### config.mk
export PLATFORM = sky130hd
export DESIGN_NAME = hazard_ctrl
export DESIGN_NICKNAME = d
export VERILOG_FILES = /design/src/rtl/pipe_pkg.sv /design/src/rtl/hazard_mdu_tracker.sv /design/src/rtl/hazard_ctrl.sv
export SDC_FILE = /design/constraint.sdc
export NUM_CORES = 1
export LEC_CHECK = 0
export ABC_AREA = 1
export CAP_MARGIN = 30
export CORE_MARGIN = 2
export CORE_UTILIZATION = 28
export DETAILED_ROUTE_END_ITERATION = 16
export PLACE_DENSITY = 0.49
export SETUP_SLACK_MARGIN = 0.3
export SYNTH_ARGS = -nofsm -noshare
export SYNTH_HDL_FRONTEND = slang
export SYNTH_SLANG_ARGS = --single-unit
### constraint.sdc
create_clock -name clk -period 1.9 [get_ports clk]
set_clock_uncertainty 0.15 [all_clocks]
set_input_delay 0.19 -clock clk [delete_from_list [all_inputs] [get_ports clk]]
set_output_delay 0.19 -clock clk [all_outputs]
set_load 0.1 [all_outputs]
### src/rtl/pipe_pkg.sv
// Shared pipeline constants: MDU latencies, tracker state encoding and the
// hazard-control output bundle used by the ID/EX hazard logic.
package pipe_pkg;

    localparam int MUL_LAT_DEF = 4;
    localparam int DIV_LAT_DEF = 32;

    localparam logic [4:0] REG_ZERO = 5'd0;
    localparam logic [31:0] NOP_INSN = 32'h0000_0000;

    localparam logic [0:0] ST_RUN      = 1'b0;
    localparam logic [0:0] ST_MDU_WAIT = 1'b1;

    typedef struct packed {
        logic pc_we;
        logic ifid_we;
        logic ifid_flush;
        logic idex_bubble;
    } hazard_ctl_t;

    localparam hazard_ctl_t CTL_RUN    = '{pc_we: 1'b1, ifid_we: 1'b1, ifid_flush: 1'b0, idex_bubble: 1'b0};
    localparam hazard_ctl_t CTL_STALL  = '{pc_we: 1'b0, ifid_we: 1'b0, ifid_flush: 1'b0, idex_bubble: 1'b1};
    localparam hazard_ctl_t CTL_SQUASH = '{pc_we: 1'b1, ifid_we: 1'b1, ifid_flush: 1'b1, idex_bubble: 1'b1};

    // Bits needed to hold the largest reload value (latency - 1).
    function automatic int lat_cnt_w(input int mul_lat, input int div_lat);
        int max_lat;
        max_lat = (mul_lat > div_lat) ? mul_lat : div_lat;
        return (max_lat > 2) ? $clog2(max_lat) : 1;
    endfunction

endpackage

### src/rtl/hazard_mdu_tracker.sv
// Tracks HI/LO occupancy of the multi-cycle multiply/divide unit:
// RUN/MDU_WAIT state machine with a reload-and-count-down latency counter.
module hazard_mdu_tracker
    import pipe_pkg::*;
#(
    parameter int MUL_LAT = MUL_LAT_DEF,
    parameter int DIV_LAT = DIV_LAT_DEF
) (
    input  logic clk,
    input  logic rst,
    input  logic issue,
    input  logic issue_div,
    output logic mdu_busy
);

    localparam int CW = lat_cnt_w(MUL_LAT, DIV_LAT);
    localparam logic [CW-1:0] MUL_LOAD = CW'(MUL_LAT - 1);
    localparam logic [CW-1:0] DIV_LOAD = CW'(DIV_LAT - 1);

    logic [0:0]    state_q, state_d;
    logic [CW-1:0] cnt_q, cnt_d;

    always_comb begin
        state_d = state_q;
        cnt_d   = cnt_q;
        case (state_q)
            ST_RUN: begin
                if (issue) begin
                    state_d = ST_MDU_WAIT;
                    cnt_d   = issue_div ? DIV_LOAD : MUL_LOAD;
                end
            end
            ST_MDU_WAIT: begin
                // Branch squash is deliberately ignored here: the op already left ID.
                if (cnt_q == '0) begin
                    state_d = ST_RUN;
                end else begin
                    cnt_d = cnt_q - 1'b1;
                end
            end
            default: begin
                state_d = ST_RUN;
                cnt_d   = '0;
            end
        endcase
    end

    always_ff @(posedge clk) begin
        if (rst) begin
            state_q <= ST_RUN;
            cnt_q   <= '0;
        end else begin
            state_q <= state_d;
            cnt_q   <= cnt_d;
        end
    end

    // Decode of registered state: high for exactly LAT cycles after the issue cycle.
    assign mdu_busy = (state_q == ST_MDU_WAIT);

endmodule

### src/rtl/hazard_ctrl.sv
// Pipeline hazard controller: load-use and HI/LO stalls, taken-branch squash,
// and a saturating count of cycles in which the PC was held.
module hazard_ctrl
    import pipe_pkg::*;
#(
    parameter int MUL_LAT = MUL_LAT_DEF,
    parameter int DIV_LAT = DIV_LAT_DEF,
    parameter int CNT_W   = 16
) (
    input  logic             clk,
    input  logic             rst,
    input  logic [4:0]       id_rs,
    input  logic [4:0]       id_rt,
    input  logic             id_uses_rt,
    input  logic             id_mfhilo,
    input  logic             id_mdu_start,
    input  logic             id_mdu_div,
    input  logic [4:0]       ex_rd,
    input  logic             ex_regw,
    input  logic             ex_memread,
    input  logic             ex_branch_taken,
    output logic             pc_we,
    output logic             ifid_we,
    output logic             ifid_flush,
    output logic             idex_bubble,
    output logic             mdu_busy,
    output logic [CNT_W-1:0] stall_cnt
);

    logic [4:0]  src_reg [2];
    logic [1:0]  src_used;
    logic [1:0]  src_match;
    logic        load_use;
    logic        hilo_hazard;
    logic        mdu_issue;
    hazard_ctl_t ctl;

    logic [CNT_W-1:0] stall_cnt_q, stall_cnt_d;

    assign src_reg[0] = id_rs;
    assign src_reg[1] = id_rt;
    assign src_used   = {id_uses_rt, 1'b1};

    generate
        for (genvar gi = 0; gi < 2; gi++) begin : g_src
            assign src_match[gi] = src_used[gi] & (src_reg[gi] == ex_rd);
        end
    endgenerate

    // Loads into $zero never produce a value worth waiting for.
    assign load_use    = ex_memread & ex_regw & (ex_rd != REG_ZERO) & (|src_match);
    assign hilo_hazard = mdu_busy & (id_mfhilo | id_mdu_start);

    always_comb begin
        ctl = CTL_RUN;
        if (rst) begin
            ctl = CTL_RUN;
        end else if (ex_branch_taken) begin
            ctl = CTL_SQUASH;
        end else if (load_use | hilo_hazard) begin
            ctl = CTL_STALL;
        end
    end

    assign pc_we       = ctl.pc_we;
    assign ifid_we     = ctl.ifid_we;
    assign ifid_flush  = ctl.ifid_flush;
    assign idex_bubble = ctl.idex_bubble;

    // The MDU op only starts in the cycle it really advances out of ID.
    assign mdu_issue = id_mdu_start & ~ex_branch_taken & ~load_use & ~hilo_hazard;

    hazard_mdu_tracker #(
        .MUL_LAT (MUL_LAT),
        .DIV_LAT (DIV_LAT)
    ) u_mdu_tracker (
        .clk       (clk),
        .rst       (rst),
        .issue     (mdu_issue),
        .issue_div (id_mdu_div),
        .mdu_busy  (mdu_busy)
    );

    always_comb begin
        stall_cnt_d = stall_cnt_q;
        if (!ctl.pc_we && (stall_cnt_q != {CNT_W{1'b1}})) begin
            stall_cnt_d = stall_cnt_q + 1'b1;
        end
    end

    always_ff @(posedge clk) begin
        if (rst) begin
            stall_cnt_q <= '0;
        end else begin
            stall_cnt_q <= stall_cnt_d;
        end
    end

    assign stall_cnt = stall_cnt_q;

endmodule
* Word level (Yosys, flattened, before mapping)
Index checks and enable logic that the tools add are counted.
Storage, ports and cells: register bits after elaboration 22, input bits 24, output and inout port bits 21, logic and storage cells 40
Cells by class: add/sub/neg operators 2, equality and inequality tests 5, bitwise logic cells 14, reduce and logical (&&, ||, !) cells 6, multiplexer cells 10
Operator list (count):
- adder 16 x 1 -> 16 bit, second input constant | 1
- inequality test 16 bit, second input constant | 1
- two-way mux 5 bit | 3
- two-way mux 4 bit | 3
- == test 5 bit | 2
- case mux 5 bit (2 select lines) | 1
- bitwise AND 1 bit | 8
- logical NOT 5 bit | 1
- nonzero test 5 bit | 1
- subtractor 5 x 1 -> 5 bit, second input constant | 1
- inequality test 2 bit, second input constant | 2
- NOT 1 bit | 4
- two-way mux 1 bit | 2
- OR 1 bit | 2
- case mux 1 bit (2 select lines) | 1
- AND reduction 2 bit | 1
- OR reduction 2 bit | 1
- logical AND 1 bit | 1
- logical NOT 1 bit | 1

* Depth between registers and ports, before layout
word-level depth 10, mapped depth 13, mapped depth without buffers 13

* Hierarchy
A second synthesis with hierarchy kept.
Second synthesis, totals: cells, all modules 282, area, all modules 1740.4 um^2
By module, submodules not included:
- hazard_ctrl | cells an instance 229, area an instance 1377.6 um^2, seq. area each 320.3 um^2, times used 1
- hazard_mdu_tracker | cells an instance 53, area an instance 362.8 um^2, seq. area each 120.1 um^2, times used 1

* Worst setup path after synthesis
No wires, ideal clock.
kind flip-flop to output port, start point register u_mdu_tracker.state_q (netlist: u_mdu_tracker.mdu_busy), end point output pc_we, cell stages (with the launch flop) 6, arrival 3.049 ns, path buffers 2, path slack -1.489 ns, required time 1.560 ns, cells stage by stage dfxtp_1 > o21ai_0 > nand2_4 > buf_8 > nand3_1 > buf_4
On the way: word-level cells in the longest chain between the ends 5
Ends and longest elaborated chain:
- from (decl) | line hazard_mdu_tracker.sv:20 | logic [0:0] state_q, state_d;
- from (signal assigned) | line hazard_mdu_tracker.sv:53 | state_q <= state_d;
- bitwise AND 1 bit | line hazard_ctrl.sv:52 | assign hilo_hazard = mdu_busy & (id_mfhilo | id_mdu_start);
- OR 1 bit | line hazard_ctrl.sv:60 | end else if (load_use | hilo_hazard) begin
- two-way mux 4 bit | line hazard_ctrl.sv:60
- two-way mux 4 bit | line hazard_ctrl.sv:58 | end else if (ex_branch_taken) begin
- two-way mux 4 bit | line hazard_ctrl.sv:56 | if (rst) begin
- to (decl) | line hazard_ctrl.sv:22 | output logic pc_we,
Every way passes these cells.

* Worst setup path after layout
start point register stall_cnt_q[1] (netlist: stall_cnt[1]), end point register stall_cnt_q[14] (netlist: stall_cnt[14])
On the way: word-level cells in the longest chain between the ends 2, elaborated cells on any way between the ends 3, classes of those cells 1 x add/sub; 1 x eq/ne; 1 x reduce/logical
Ends and longest elaborated chain:
- from (decl) | line hazard_ctrl.sv:38 | logic [CNT_W-1:0] stall_cnt_q, stall_cnt_d;
- from (signal assigned) | line hazard_ctrl.sv:95 | stall_cnt_q <= stall_cnt_d;
- parallel branches: the longest is 2 deep, another holds adder 16 x 1 -> 16 bit
Parallel ways; which one is timed is not known. A chain may end at the register's enable or synchronous reset.

==> metrics.yaml <==
critPathLaunch: "stall_cnt[1]$_SDFFE_PP0P_"
initial_core_util_pct: 29.27
grt_overflow_total: 0
timing.final.ws_setup_ns: 0.2269
crit_type: "flop to flop"
ys_ff_latch: 22
start_kind: "flop"
finalCritPeriodShare_pct: 88.06
rr_startpoint: "stall_cnt[1]$_SDFFE_PP0P_"
place_inst: 399
grt_pass1_vias: 1608
drc: 0
grt_antenna_before_repair: 0
num_vias: 1794
hold_viol: 0
worstMarginPinSlew_ns: 0.2855
cts_made_buffers: 3
fp.dieH_um: 80.34
ys_warn_count: 0
r2r-end: "stall_cnt[14]$_SDFFE_PP0P_"
path_max_fanout: 3
cts_sinks: 22
die_area_mm2: 0.006454
worstPathArrival_ns: 1.73
grt_max_degree: 14
syn_inst: 280
grt_pass1_wl_um: 7286
use_met3_pct: 2.809
grt_most_used_layer: "met2"
viasPerCell: 4.333
period_needed_ns: 1.673
setup_viol: 0
drv_cap: 0
clock_path_buffers: 2
outcome: "complete, no violations"
syn-num-nets: 307
vdd_drop_max_uv: 275.8
fin_cells: 414
ys_top_cells_by_area: "dfxtp_1, nand2_1, inv_1, nor2_1, nand3_1"
area_delta_synth_final_pct: 55.21
drt_iter0_markers: 58
hpwlAfterDp_um: 3376
num_rows: 27
track_usage_pct: 14.20
slew_viol_final: 0
power.density_mw_per_mm2: 505.6
endpoint_kind: "flop"
endpoint: "stall_cnt[14]$_SDFFE_PP0P_"
synth_seq_area_share_pct: 26.99
use_met1_pct: 19.12
min_path_type: "input pin to flop"
ant_nets: 0
die_w_um: 80.34
wirelength_um: 4420
clk_root_buffer_cell: "clkbuf_8"
p_leak_nw: 1.322
tritoncts: "done"
fmaxAchievable_mhz: 597.7
slew_headroom_pct: 81.12
nNetsFinal: 370
r2r_cells: 10
ios: 45
dr.pass1.iters: 4
drive_above_1_share_pct: 34.50
core_area_mm2: 0.005574
yosysTopAreaCellShare_pct: 26.99
cts_max_level: 1
gp_congestion: 0.7965
r2r_setup_slack_ns: 0.23
diodes: 0
total_power_mw: 1.280
synth_area_per_cell_um2: 5.827
pre_cts_slack_ns: -0.1917
port_buffers: 44
post_drt_wl_per_cell_um: 10.68
clk_latency_ns: 0.27
required_ns: 1.96
clkSlewWorstSetupHoldPaths_ns: 0.09
rsz0062_at_grt: "true"
synth_area_mm2: 0.001632
synth_cell_types: 27
yosysTopAreaCell: "dfxtp_1"
grt_use_met2_pct: 23.67
stage by stage:
step	hold WS (ns)	TNS, ns	cell area, um^2	utilization, %
finish	0.2276	0	2532	45.43
global route	0.2459	0	2532	45.43
CTS	0.3636	0	2412	43.28
detailed placement	0.3493	-3.126	2290	41.08
global placement	0.3251	-3.168	2290	41.08
floorplan	0.2862	0	1754	-
placed cells by master, fill, tap and decap left out, types with 3 or more instances in the layout:
cell type         n
nand4_1           8
buf_6            10
dfxtp_4          14
inv_4             3
clkdlybuf4s50_1   3
o21ai_2           3
a21oi_1           5
dfxtp_1           5
nand3b_1          4
buf_4            31
nand2_2          11
buf_12            4
nand3_2           3
dlymetal6s2s_1    4
clkbuf_8          3
nand2_4           3
inv_1            46
nand3_1          11
nand2_1          76
nor2_2            6
o21ai_1           5
nor2_1           41
dfxtp_2           3
inv_2             4
o21ai_0           3
o21bai_1          4
clkbuf_2          8
synth_stat cells:
cell type	count
nand3_1	15
nor2_1	48
nand3b_1	4
xnor2_1	1
nand2_2	4
o21ai_1	4
o21ai_0	8
a21oi_1	5
o211ai_1	1
nor3_1	3
nand2_4	1
nand3b_2	1
dfxtp_1	22
nor3_2	2
buf_4	2
xor2_1	1
ha_1	3
nand4_1	8
nand2_1	85
buf_8	1
nor3_4	1
buf_2	2
inv_1	50
inv_2	2
clkinv_1	1
o21bai_1	4
nand4_4	1
timing repair:
| item | in CTS | in global routing |
|---|---|---|
| pin swaps | 29 | 39 |
| buffers inserted | 6 | 4 |
| gates resized for setup | 49 | 51 |
| cloned | 1 | 0 |
| hold buffers | 0 | 0 |
| setup endpoints to repair | 24 | 20 |
registers in the layout, summed over array words and instances (netlist names):
signal                  cells
u_mdu_tracker.mdu_busy      1
u_mdu_tracker.cnt_q         5
stall_cnt                  16
cell type report:
| cell class | count | area [um^2] |
|---|---|---|
| Tap cell | 72 | 90.09 |
| Inverter | 53 | 206.4 |
| Sequential cell | 22 | 496.7 |
| Timing Repair Buffer | 62 | 565.5 |
| Multi-Input combinational cell | 201 | 1102 |
| Clock inverter | 1 | 30.03 |
| Clock buffer | 3 | 41.29 |
| Fill cell | 593 | 3042 |
power by group:
| part | internal, mW | total (mW) | switching (mW) | leakage (nW) |
|---|---|---|---|---|
| combinational | 0.135 | 0.333 | 0.198 | 1.09 |
| clock | 0.282 | 0.465 | 0.183 | 0.0357 |
| sequential | 0.462 | 0.481 | 0.0198 | 0.191 |
| total | 0.879 | 1.28 | 0.402 | 1.32 |
how the worst min path moves through the flow:
stage / slack (ns) / start / cells after the start / endpoint
2_1_floorplan: 0.29 / rst / 2 / stall_cnt[13]$_SDFFE_PP0P_
3_3_place_gp: 0.33 / u_mdu_tracker.cnt_q[4]$_SDFFE_PP0P_ / 2 / u_mdu_tracker.cnt_q[4]$_SDFFE_PP0P_
3_5_place_dp: 0.35 / u_mdu_tracker.cnt_q[4]$_SDFFE_PP0P_ / 2 / u_mdu_tracker.cnt_q[4]$_SDFFE_PP0P_
4_1_cts: 0.36 / u_mdu_tracker.cnt_q[4]$_SDFFE_PP0P_ / 2 / u_mdu_tracker.cnt_q[4]$_SDFFE_PP0P_
5_1_grt: 0.25 / id_mdu_start / 3 / u_mdu_tracker.mdu_busy$_SDFF_PP0_
6_report: 0.23 / id_mdu_start / 3 / u_mdu_tracker.mdu_busy$_SDFF_PP0_
worst max-delay path, stage by stage (launching register included):
cell and delay (ns):
dfxtp_4 0.38, ha_4 0.15, nand2_4 0.05, nor3_4 0.16, buf_6 0.13, o211ai_1 0.10
nor3_2 0.20, nand3_1 0.09, nand2_1 0.06, nand2_1 0.05, nor2_1 0.09
routing by layer:
layer | routed length, um | part of all wire [%]
met4 | 23 | 0.52
met2 | 2053 | 46
met1 | 2190 | 50
met5 | 0 | 0
met3 | 154 | 3.5
cells by family after synthesis:
kind of cell | share of synthesized area (%)
xor gates and xnor gates | 1.074
DFF | 26.99
buffers and inverters | 14.65
adders and majority gates | 2.301
and+or+nand+nor | 47.47
AOI/OAI and AO/OA | 7.515
Note: power is estimated with default switching activity, not from simulation.
